===== src/rtl/keypad_scan.sv =====
// 4x4 matrix keypad scanner: active-low column drive, row sync,
// per-frame classification and press/release debounce FSM.
module keypad_scan #(
    parameter int SCAN_DIV = 50000,
    parameter int DB_CNT   = 5
) (
    input  logic       clk,
    input  logic       rst,
    input  logic [3:0] row,
    output logic [3:0] col,
    output logic [3:0] key_code,
    output logic       key_vld,
    output logic       key_down
);

    localparam int DW = $clog2(SCAN_DIV);
    localparam int CW = $clog2(DB_CNT + 1);

    typedef enum logic [1:0] {
        IDLE,
        DEB_P,
        PRESSED,
        DEB_R
    } state_t;

    state_t         state;
    logic [3:0]     row_s1;
    logic [3:0]     row_s2;
    logic [DW-1:0]  div_cnt;
    logic [1:0]     col_idx;
    logic [1:0]     acc_n;
    logic [3:0]     acc_key;
    logic [CW-1:0]  cnt;
    logic [3:0]     cand;

    logic           dwell_end;
    logic           frame_end;
    logic [2:0]     col_hits;
    logic [1:0]     col_row;
    logic [2:0]     sum_n;
    logic [1:0]     tot_n;
    logic [3:0]     tot_key;
    logic           fr_none;
    logic           fr_single;
    logic [CW-1:0]  cnt_inc;
    logic           inc_done;

    assign dwell_end = (div_cnt == DW'(SCAN_DIV - 1));
    assign frame_end = dwell_end && (col_idx == 2'd3);
    assign col       = ~(4'b0001 << col_idx);
    assign cnt_inc   = cnt + CW'(1);
    assign inc_done  = (cnt_inc == CW'(DB_CNT));

    // acc_n saturates at 2: "two or more pressed pairs" is all MULTI needs
    always_comb begin
        col_hits = '0;
        col_row  = '0;
        for (int r = 0; r < 4; r++) begin
            if (!row_s2[r]) begin
                col_hits = col_hits + 3'd1;
                col_row  = 2'(r);
            end
        end
        sum_n = {1'b0, acc_n} + ((col_hits > 3'd2) ? 3'd2 : col_hits);
        tot_n = (sum_n >= 3'd2) ? 2'd2 : sum_n[1:0];
        tot_key = (acc_n == 2'd1) ? acc_key : {col_row, col_idx};
        fr_none   = (tot_n == 2'd0);
        fr_single = (tot_n == 2'd1);
    end

    always_ff @(posedge clk or posedge rst) begin
        if (rst) begin
            row_s1  <= 4'b1111;
            row_s2  <= 4'b1111;
            div_cnt <= '0;
            col_idx <= '0;
            acc_n   <= '0;
            acc_key <= '0;
        end else begin
            row_s1 <= row;
            row_s2 <= row_s1;
            if (dwell_end) begin
                div_cnt <= '0;
                col_idx <= col_idx + 2'd1;
                acc_n   <= frame_end ? 2'd0 : tot_n;
                acc_key <= frame_end ? 4'd0 : tot_key;
            end else begin
                div_cnt <= div_cnt + DW'(1);
            end
        end
    end

    always_ff @(posedge clk or posedge rst) begin
        if (rst) begin
            state    <= IDLE;
            cnt      <= '0;
            cand     <= '0;
            key_code <= '0;
            key_vld  <= 1'b0;
            key_down <= 1'b0;
        end else begin
            key_vld <= 1'b0;
            if (frame_end) begin
                unique case (state)
                    IDLE: begin
                        if (fr_single) begin
                            cand <= tot_key;
                            cnt  <= CW'(1);
                            if (DB_CNT == 1) begin
                                state    <= PRESSED;
                                key_code <= tot_key;
                                key_vld  <= 1'b1;
                                key_down <= 1'b1;
                            end else begin
                                state <= DEB_P;
                            end
                        end
                    end
                    DEB_P: begin
                        if (fr_single && tot_key == cand) begin
                            cnt <= cnt_inc;
                            if (inc_done) begin
                                state    <= PRESSED;
                                key_code <= cand;
                                key_vld  <= 1'b1;
                                key_down <= 1'b1;
                            end
                        end else begin
                            state <= IDLE;
                            cnt   <= '0;
                        end
                    end
                    PRESSED: begin
                        if (fr_none) begin
                            cnt <= CW'(1);
                            if (DB_CNT == 1) begin
                                state    <= IDLE;
                                key_down <= 1'b0;
                            end else begin
                                state <= DEB_R;
                            end
                        end
                    end
                    DEB_R: begin
                        if (fr_none) begin
                            cnt <= cnt_inc;
                            if (inc_done) begin
                                state    <= IDLE;
                                key_down <= 1'b0;
                            end
                        end else begin
                            state <= PRESSED;
                            cnt   <= '0;
                        end
                    end
                endcase
            end
        end
    end

endmodule


===== config.mk =====
export PLATFORM = sky130hd
export DESIGN_NAME = keypad_scan
export DESIGN_NICKNAME = d
export VERILOG_FILES = /design/src/rtl/keypad_scan.sv
export SDC_FILE = /design/constraint.sdc
export NUM_CORES = 1
export LEC_CHECK = 0
export BUFFER_PORTS_ARGS = -buffer_cell sky130_fd_sc_hd__buf_2
export CAP_MARGIN = 10
export CORE_UTILIZATION = 55
export CTS_BUF_LIST = sky130_fd_sc_hd__clkbuf_4
export CTS_CLUSTER_SIZE = 12
export DETAILED_ROUTE_END_ITERATION = 10
export GPL_TIMING_DRIVEN = 0
export PLACE_DENSITY = 0.75
export REMOVE_ABC_BUFFERS = 1
export SYNTH_ARGS = -nofsm -noshare
export SYNTH_HDL_FRONTEND = slang
export SYNTH_SLANG_ARGS = --single-unit

===== constraint.sdc =====
create_clock -name clk -period 5.1 [get_ports clk]
set_input_delay 0.51 -clock clk [delete_from_list [all_inputs] [get_ports clk]]
set_output_delay 0.51 -clock clk [all_outputs]
set_load 0.05 [all_outputs]

After elaboration in Yosys (flattened, before gate mapping)
Index checks and enable logic that the tools add are counted.
{ "op_classes": {"n_addsub": 7, "n_lt_le_gt_ge": 2, "n_eq_ne": 17, "shifts": 1, "n_mux": 34, "bitwise": 1, "n_reduce_logical": 10} }
{ "op_table": {"columns": ["operator", "n"], "rows": [
  ["$mux W3", 8],
  ["$mux W2", 10],
  ["$add A16 B1 Y16 const B", 1],
  ["$eq A16 B16 Y1 const B", 1],
  ["$mux W16", 1],
  ["$add A3 B1 Y3 const B", 4],
  ["$ne A2 B2 Y1 const B", 6],
  ["$pmux W3 S4", 1],
  ["$mux W1", 10],
  ["$mux W4", 2],
  ["$pmux W2 S4", 1],
  ["$eq A2 B1 Y1 const B", 3],
  ["$eq A2 B2 Y1 const B", 3],
  ["$ne A3 B3 Y1 const B", 2],
  ["$reduce_and A3 Y1", 2],
  ["$reduce_and A6 Y1", 1],
  ["$reduce_and A5 Y1", 1],
  ["$eq A4 B4 Y1", 1],
  ["$logic_not A2 Y1", 2],
  ["$not A4 Y4", 1],
  ["$reduce_and A4 Y1", 1],
  ["$shl A1 B2 Y4 const A", 1],
  ["$add A2 B3 Y3", 1],
  ["$eq A3 B3 Y1 const B", 1],
  ["6 further kinds", 7]
]} }
{ "totals": {"ff_bits": 47, "in_bits": 6, "out_inout_bits": 10, "elab_cells": 84} }

Longest topological paths before layout
Gate-level depths: netlist of run 1.
{ "depth": {"ltp_word": 17, "ltp_mapped": 17, "depth_no_buf": 17} }

Worst setup path before layout of run 1
OpenSTA, ideal clock, no wires.
{ "synth_path": {"kind": "register to register", "startpoint": "register row_s2[0]", "endpoint": "register key_code[0]", "setup_ns": 0.125, "t_arrival_ns": 3.661, "required_time_ns": 4.975, "setup_slack_ns": 1.314, "stages_incl_launch_ff": 17, "path_buffers": 0, "period_less_slack_ns": 3.786, "path_cell_list": "dfstp_2 inv_1 ha_1 xnor2_1 ha_1 xnor2_1 nor3_1 a31oi_1 nor2_1 ha_1 fa_1 nor2_1 o311ai_0 a211oi_1 and3_1 nand4_1 mux2_2"} }
{ "synth_via": {"elab_chain_len": 15} }
{ "synth_lines": {"columns": ["item", "line", "rtl"], "rows": [
  ["start: declaration", "28", "logic [3:0] row_s2;"],
  ["start signal: assignment", "81", "row_s2 <= row_s1;"],
  ["$mux W1 *", "59", "if (!row_s2[r]) begin"],
  ["$add A3 B1 Y3", "60", "col_hits = col_hits + 3'd1;"],
  ["$mux W3 *", "59", null],
  ["$add A3 B1 Y3", "60", null],
  ["$mux W3 *", "59", null],
  ["$add A3 B1 Y3", "60", null],
  ["$mux W3 *", "59", null],
  ["$gt A3 B2 Y1", "64", "sum_n = {1'b0, acc_n} + ((col_hits > 3'd2) ? 3'd2 : col_hits);"],
  ["$mux W3 *", "64", null],
  ["$add A2 B3 Y3 *", "64", null],
  ["$ge A3 B2 Y1", "65", "tot_n = (sum_n >= 3'd2) ? 2'd2 : sum_n[1:0];"],
  ["$mux W2 *", "65", null],
  ["$eq A2 B1 Y1 *", "68", "fr_single = (tot_n == 2'd1);"],
  ["$logic_and A1 B1 Y1 *", "120", "if (fr_single && tot_key == cand) begin"],
  ["$reduce_and A4 Y1 (no line) *", null, null],
  ["end signal: assignment", "111", "key_code <= tot_key;"],
  ["end signal: assignment", "124", "key_code <= cand;"],
  ["end: declaration", "11", "output logic [3:0] key_code,"]
]} }
Every way passes the cells marked *; elsewhere a longest branch is shown, timed or not.
A chain may end at the register's enable or synchronous reset.

Worst setup path after layout of run 1
Same ends and word-level chain as after synthesis.

==> impl_metrics.csv, run 1 <==
group,metric,value,unit
status,outcome,"complete, no violations",
setup_path,worstSetupStartpointType,"register",
final_layout,postLayoutCellArea,0.00256,mm^2
route,vias_per_cell,5.46,
setup_path,reg2reg_to,"key_code[0]",
route,wirelength,4.00,mm
yosys,yosys.area.top_type,"dfrtp_1",
timing,layout_setup_ws,790,ps
yosys,netlist_top_cells_area,"dfrtp_1, dfstp_2, ha_1",
setup_path,end_kind,"register",
worst_hold_path,min_path_type,"in -> async",
grt,antenna_found_initial,0,
yosys,synth-edff-count,0,
yosys,synth_cell_type_count,43,
clock_network,post_cts_resized,0,
timing,fmax,232,MHz
timing,rsz0062_at_grt,"false",
clock_network,cts_buffer_depth,2,
grt,grt_pass1_vias,1567,
timing,holdWs,85.4,ps
yosys,synth_area,0.00237,mm^2
clock_network,cts_sinks,47,
yosys,synth_top_area_share,41.1,%
clock_network,cts_hold_buf,0,
grt,grt_pass1_wl,6.83,mm
route,final_antenna_net_count,0,
timing,setup_viol,0,
clock_network,post-cts-setup-buffers,0,
setup_path,critical_path_class,"reg -> reg",
floorplan,pin_count,16,
yosys,syn_area_per_cell,10.2,um^2
timing,finalCritPeriodShare,84.5,%
power,peakVddDrop,0.000190,V
floorplan,fp-row-count,23,
flow_run,maxCapViolations,0,
setup_path,crit_path_max_fanout,6,
floorplan,die_x,67.7,um
timing,slew-limit-headroom,50.7,%
timing,skew,3.80,ps
placement,place_area,0.00250,mm^2
yosys,syn_inst,232,
placement,port-buffer-count,15,
route,wl_per_cell,13.4,um
placement,dp_hpwl,2.98,mm
clock_network,cts_root_buf,"clkbuf_4",
yosys,synthArstFlopShare,100,%
yosys,synth.yosys.seq_area_share,50.0,%
final_layout,synthToLayoutAreaGrowth,8.07,%
grt,grtUsageTotal,20.4,%
clock_network,htree_levels,2,
route,initialDrtViolationCount,75,
setup_path,rrSetupSlack,790,ps
grt,grt_max_degree,34,
power,p_leak,1.22,nW
power,power_density,231,mW/mm^2
setup_path,cp_data_arrival_time,4570,ps
floorplan,initial_core_util,58.5,%
grt,overflow,0,
route,num_vias,1633,
power,power,0.592,mW
floorplan,die_area,0.00458,mm^2
setup_path,reg2reg_depth,16,
floorplan,core_area,0.00406,mm^2
clock_network,cts_buffers,5,
final_layout,layout-drive-gt1-share,17.3,%
yosys,synth_ff_type,"dfrtp_1",
route,drtPass1Iterations,4,
route,drc_errors,0,
timing,fin_crit,4310,ps
timing,setup_tns,0,ps
final_layout,num_antenna_cells,0,
setup_path,critPathRequiredTime,5360,ps
clock_network,cts_tree,"built",
floorplan,die_h,67.7,um
final_layout,layout.nets,266,
yosys,ys_seq_elements,47,
timing,hold_viol,0,
yosys,yosys_warnings,0,
timing,tightest_slew,733,ps
placement,gp_congestion,0.792,
final_layout,n_fill_cell,345,
clock_network,clkLatencyLatePin,360,ps
timing,slew_violations,0,
placement,place_ws,784,ps
clock_network,clk_pin_slew,140,ps
setup_path,timing.rr.start,"row_s2[0]",
## state kept, by name, indices dropped and copies added, names as in the netlist
name and cells:
acc_key 4, acc_n 2, cand 4, cnt 3, col_idx 2, div_cnt 16, key_code 4, key_down 1
key_vld 1, row_s1 4, row_s2 4, state 2
## routing by layer
metal / share of wire (%) / track usage (%) / vias up
met1: 47 / 25.4 / 777
met5: 0 / 0 / -
met4: 1.9 / 9.57 / 0
met2: 49 / 34.3 / 17
li1: - / - / 831
met3: 2.2 / 3.55 / 8
## kinds of logic after synthesis
family | share of synthesized area [%]
AOI/OAI and AO/OA | 10.1
buffers and inverters | 3.53
adders and majority gates | 6.64
and+or+nand+nor | 19.5
muxes | 2.95
DFF | 50.0
xor gates and xnor gates | 7.38
## synthesized netlist by cell type (all sizes together) (2+ instances only)
cell type / n
dfrtp: 39
xnor2: 11
a22o: 2
nand2b: 3
a31oi: 2
nor4: 2
inv: 15
nor2b: 5
clkbuf: 6
o21ai: 14
or4b: 2
nand4: 3
and3: 5
nor2: 13
o211ai: 2
mux2: 5
nand3: 7
a21oi: 9
or2: 2
dfstp: 8
and4: 2
and2: 2
nor3: 8
xor2: 9
or4: 2
o31ai: 3
nand2: 27
ha: 11
## cell type report
class	count	area, um^2	area share (%)
flip-flops and latches	47	1190	46.2
clock buffers	5	37.5	1.46
inverters	15	56.3	2.20
multi-input cells	163	1100	43.0
clock inverters	3	23.8	0.927
well taps	50	62.6	2.44
repair buffers	16	95.1	3.71
## metrics by stage
step	utilization, %	std cells
3_5_place_dp	61.7	291
4_1_cts	63.2	299
3_3_place_gp	61.2	290
6_report	63.2	299
5_1_grt	63.2	299
2_1_floorplan	-	225
## worst max-delay path, stage by stage (launching register included)
cell,delay [ps]
dfstp_2,560
inv_1,40
ha_1,310
xnor2_1,230
ha_1,210
xnor2_1,130
nor3_1,60
a31oi_1,260
nor2_1,110
ha_1,210
fa_1,460
nor2_1,240
o311ai_0,190
a211oi_1,270
and3_1,310
nand4_1,280
mux2_2,360
## power by group
part | switching, mW | internal (mW) | total (mW)
registers | 0.00257 | 0.379 | 0.381
logic | 0.0215 | 0.0134 | 0.0349
clock network | 0.120 | 0.0553 | 0.175
total | 0.144 | 0.447 | 0.592
## placed cells by master, fill, tap and decap left out, types with 4 or more instances in the layout
master / netlist / final
dfrtp_1: 39 / 39
nand2_1: 27 / 27
buf_2: 1 / 15
inv_1: 15 / 14
o21ai_0: 14 / 14
nor2_1: 13 / 13
xnor2_1: 11 / 11
ha_1: 11 / 11
xor2_1: 9 / 9
a21oi_1: 9 / 9
nor3_1: 8 / 8
dfstp_2: 8 / 8
nand3_1: 7 / 7
nor2b_1: 5 / 5
and3_1: 5 / 5
clkbuf_4: 0 / 5
mux2_2: 4 / 4
## worst max path at each step
stage              start          end  slack (ps)
2_1_floorplan  row_s2[0]  key_code[0]        1320
3_3_place_gp   row_s2[0]  key_code[2]         900
3_5_place_dp   row_s2[0]  key_code[0]         780
4_1_cts        row_s2[0]  key_code[1]         750
5_1_grt        row_s2[0]  key_code[1]         400
6_report       row_s2[0]  key_code[0]         790
Note: power is estimated with default switching activity, not from simulation.
==> inputs of run 2 (changes only) <==
Settings changed: PLACE_DENSITY 0.75 to 0.77.
Clock period 5.1 ns to 3.9 ns, I/O delays scaled along.
==> impl_metrics.csv, run 2 (synthesized netlist as in run 1, its figures left out) <==
group,metric,value,unit
route,drc_errors,0,
power,seqPwrFrac,57.0,%
placement,dp.cells,291,
clock_network,clkLatencyLatePin,370,ps
route,vias_per_cell,5.55,
grt,antenna_found_initial,0,
floorplan,initial_core_util,58.5,%
power,p_sw,0.208,mW
floorplan,die_x,67.7,um
grt,grtUsageTotal,22.5,%
grt,grt_pass1_wl,7.60,mm
timing,fin_crit,3800,ps
grt,grt_max_degree,34,
power,swShare,23.7,%
final_layout,regMostFlops,"div_cnt",
final_layout,n_fill_cell,313,
final_layout,layout_commonest_cell,"dfrtp_1",
timing,skew,11.5,ps
power,internal-power,0.669,mW
timing,finalCritPeriodShare,97.4,%
power,comb_power_share,8.8,%
final_layout,largest_reg_flops,16,
clock_network,clk_pin_slew,150,ps
clock_network,cts_buffer_depth,2,
final_layout,layout.nets,277,
worst_hold_path,min_path_type,"in -> reg",
floorplan,core_area,0.00406,mm^2
route,drtPass1Iterations,5,
clock_network,htree_levels,2,
power,p_leak,1.30,nW
setup_path,crit_chain,"inv_2, ha_4, xnor2_4, ha_4, xnor2_2, nor3_2, a31oi_2, nor2_1, ha_2, fa_1, nor2_2, o311ai_2, a211oi_2, and3_4, nand4_1, buf_6, mux2_4",
flow_run,maxCapViolations,0,
timing,tightest_slew,756,ps
setup_path,cp_data_arrival_time,4070,ps
route,initialDrtViolationCount,91,
final_layout,instances_no_fill,310,
final_layout,final_cell_mix,"dfrtp_1, nand2_1, buf_2",
grt,grt_pass1_vias,1716,
setup_path,end_kind,"register",
clock_network,cts_tree,"built",
floorplan,fp-row-count,23,
floorplan,pin_count,16,
grt,overflow,0,
status,outcome,"complete, no violations",
timing,hold_viol,0,
setup_path,cp_slowest_cell,"dfstp_2",
power,peakVddDrop,0.000257,V
placement,dp_hpwl,2.98,mm
floorplan,die_area,0.00458,mm^2
route,final_antenna_net_count,0,
setup_path,critical_path_class,"reg -> reg",
setup_path,crit_top_cell,"ha_4",
power,power,0.877,mW
timing,rsz0062_at_grt,"true",
power,power_density,315,mW/mm^2
timing,fmax,263,MHz
route,num_vias,1719,
setup_path,worstSetupStartpointType,"register",
final_layout,fin_util,68.5,%
timing,setup_viol,0,
floorplan,die_h,67.7,um
final_layout,num_antenna_cells,0,
power,pwr-share-clk,34.3,%
clock_network,cts_root_buf,"clkbuf_4",
timing,slew-limit-headroom,49.2,%
route,wl_per_cell,14.1,um
setup_path,crit_path_max_fanout,5,
final_layout,layout-drive-gt1-share,26.2,%
placement,port-buffer-count,15,
final_layout,synthToLayoutAreaGrowth,17.2,%
route,wirelength,4.38,mm
timing,slew_violations,0,
clock_network,cts_buffers,5,
setup_path,critPathRequiredTime,4170,ps
clock_network,cts_sinks,47,
setup_path,cpPeakStageDelay,570,ps
placement,gp_congestion,0.822,
run 2: cell count changes in the layout (fill, tap and decap cells not counted), sizes merged:
cell         before  now
bufinv            0    1
clkinvlp          2    1
buf              16   26
dlygate4sd3       0    1
run 2: layout make-up:
| cell class | instances | area, um^2 | area share, % |
|---|---|---|---|
| Sequential cell | 47 | 1190 | 42.6 |
| Tap cell | 50 | 62.6 | 2.25 |
| Inverter | 15 | 56.3 | 2.02 |
| Multi-Input combinational cell | 163 | 1210 | 43.5 |
| Timing Repair Buffer | 27 | 184 | 6.61 |
| Clock inverter | 3 | 46.3 | 1.66 |
| Clock buffer | 5 | 37.5 | 1.35 |
run 2: what timing repair did:
item	CTS	global route
setup endpoints to repair	5	15
resized for setup	4	18
endpoints found under the hold margin	10	0
setup buffers	9	2
hold buffers	1	0
pin swaps	4	11
run 2: worst max-delay path, delay by kind of cell (launching register included):
kind / cells / cell delay (ps)
simple gates: 5 / 850
compound gates: 3 / 450
buf+inv: 2 / 220
fa+ha+maj: 4 / 1040
flops: 1 / 570
mux: 1 / 290
xor+xnor: 2 / 280
run 2: per-stage QoR:
step | hold slack, ps | area, um^2 | setup slack, ps | setup TNS (ps)
2_1_floorplan | 345 | 2350 | 117 | 0
3_3_place_gp | 345 | 2480 | -306 | -1380
3_5_place_dp | 348 | 2500 | -311 | -1420
4_1_cts | 81.0 | 2680 | 2.63 | 0
5_1_grt | 61.5 | 2780 | -133 | -670
6_report | 104 | 2780 | 102 | 0
run 2: final timing paths:
path	from	to	slack, ps	cells after the start
min in group asynchronous	rst	div_cnt[8]	510	3
min	row[0]	row_s1[0]	100	1
max in group asynchronous	rst	row_s2[0]	2850	4
min reg2reg	row_s1[0]	row_s2[0]	370	0
max	row_s2[1]	key_code[0]	100	17
max reg2reg	row_s2[1]	key_code[0]	100	17
run 2: power groups by stage:
stage,Clock (mW),Sequential (mW),Combinational (mW)
global route,0.331,0.501,0.0850
floorplan,0,0.506,0.0334
CTS,0.310,0.499,0.0573
global placement,0,0.507,0.0431
detailed placement,0,0.507,0.0469
finish,0.300,0.500,0.0770
run 2: layer usage:
| layer | up-vias | routed length (um) | GRT usage [%] |
|---|---|---|---|
| li1 | 850 | - | - |
| met1 | 829 | 2000 | 26.9 |
| met2 | 28 | 2130 | 38.5 |
| met3 | 12 | 124 | 5.24 |
| met4 | 0 | 128 | 9.31 |
| met5 | - | 0 | 0 |
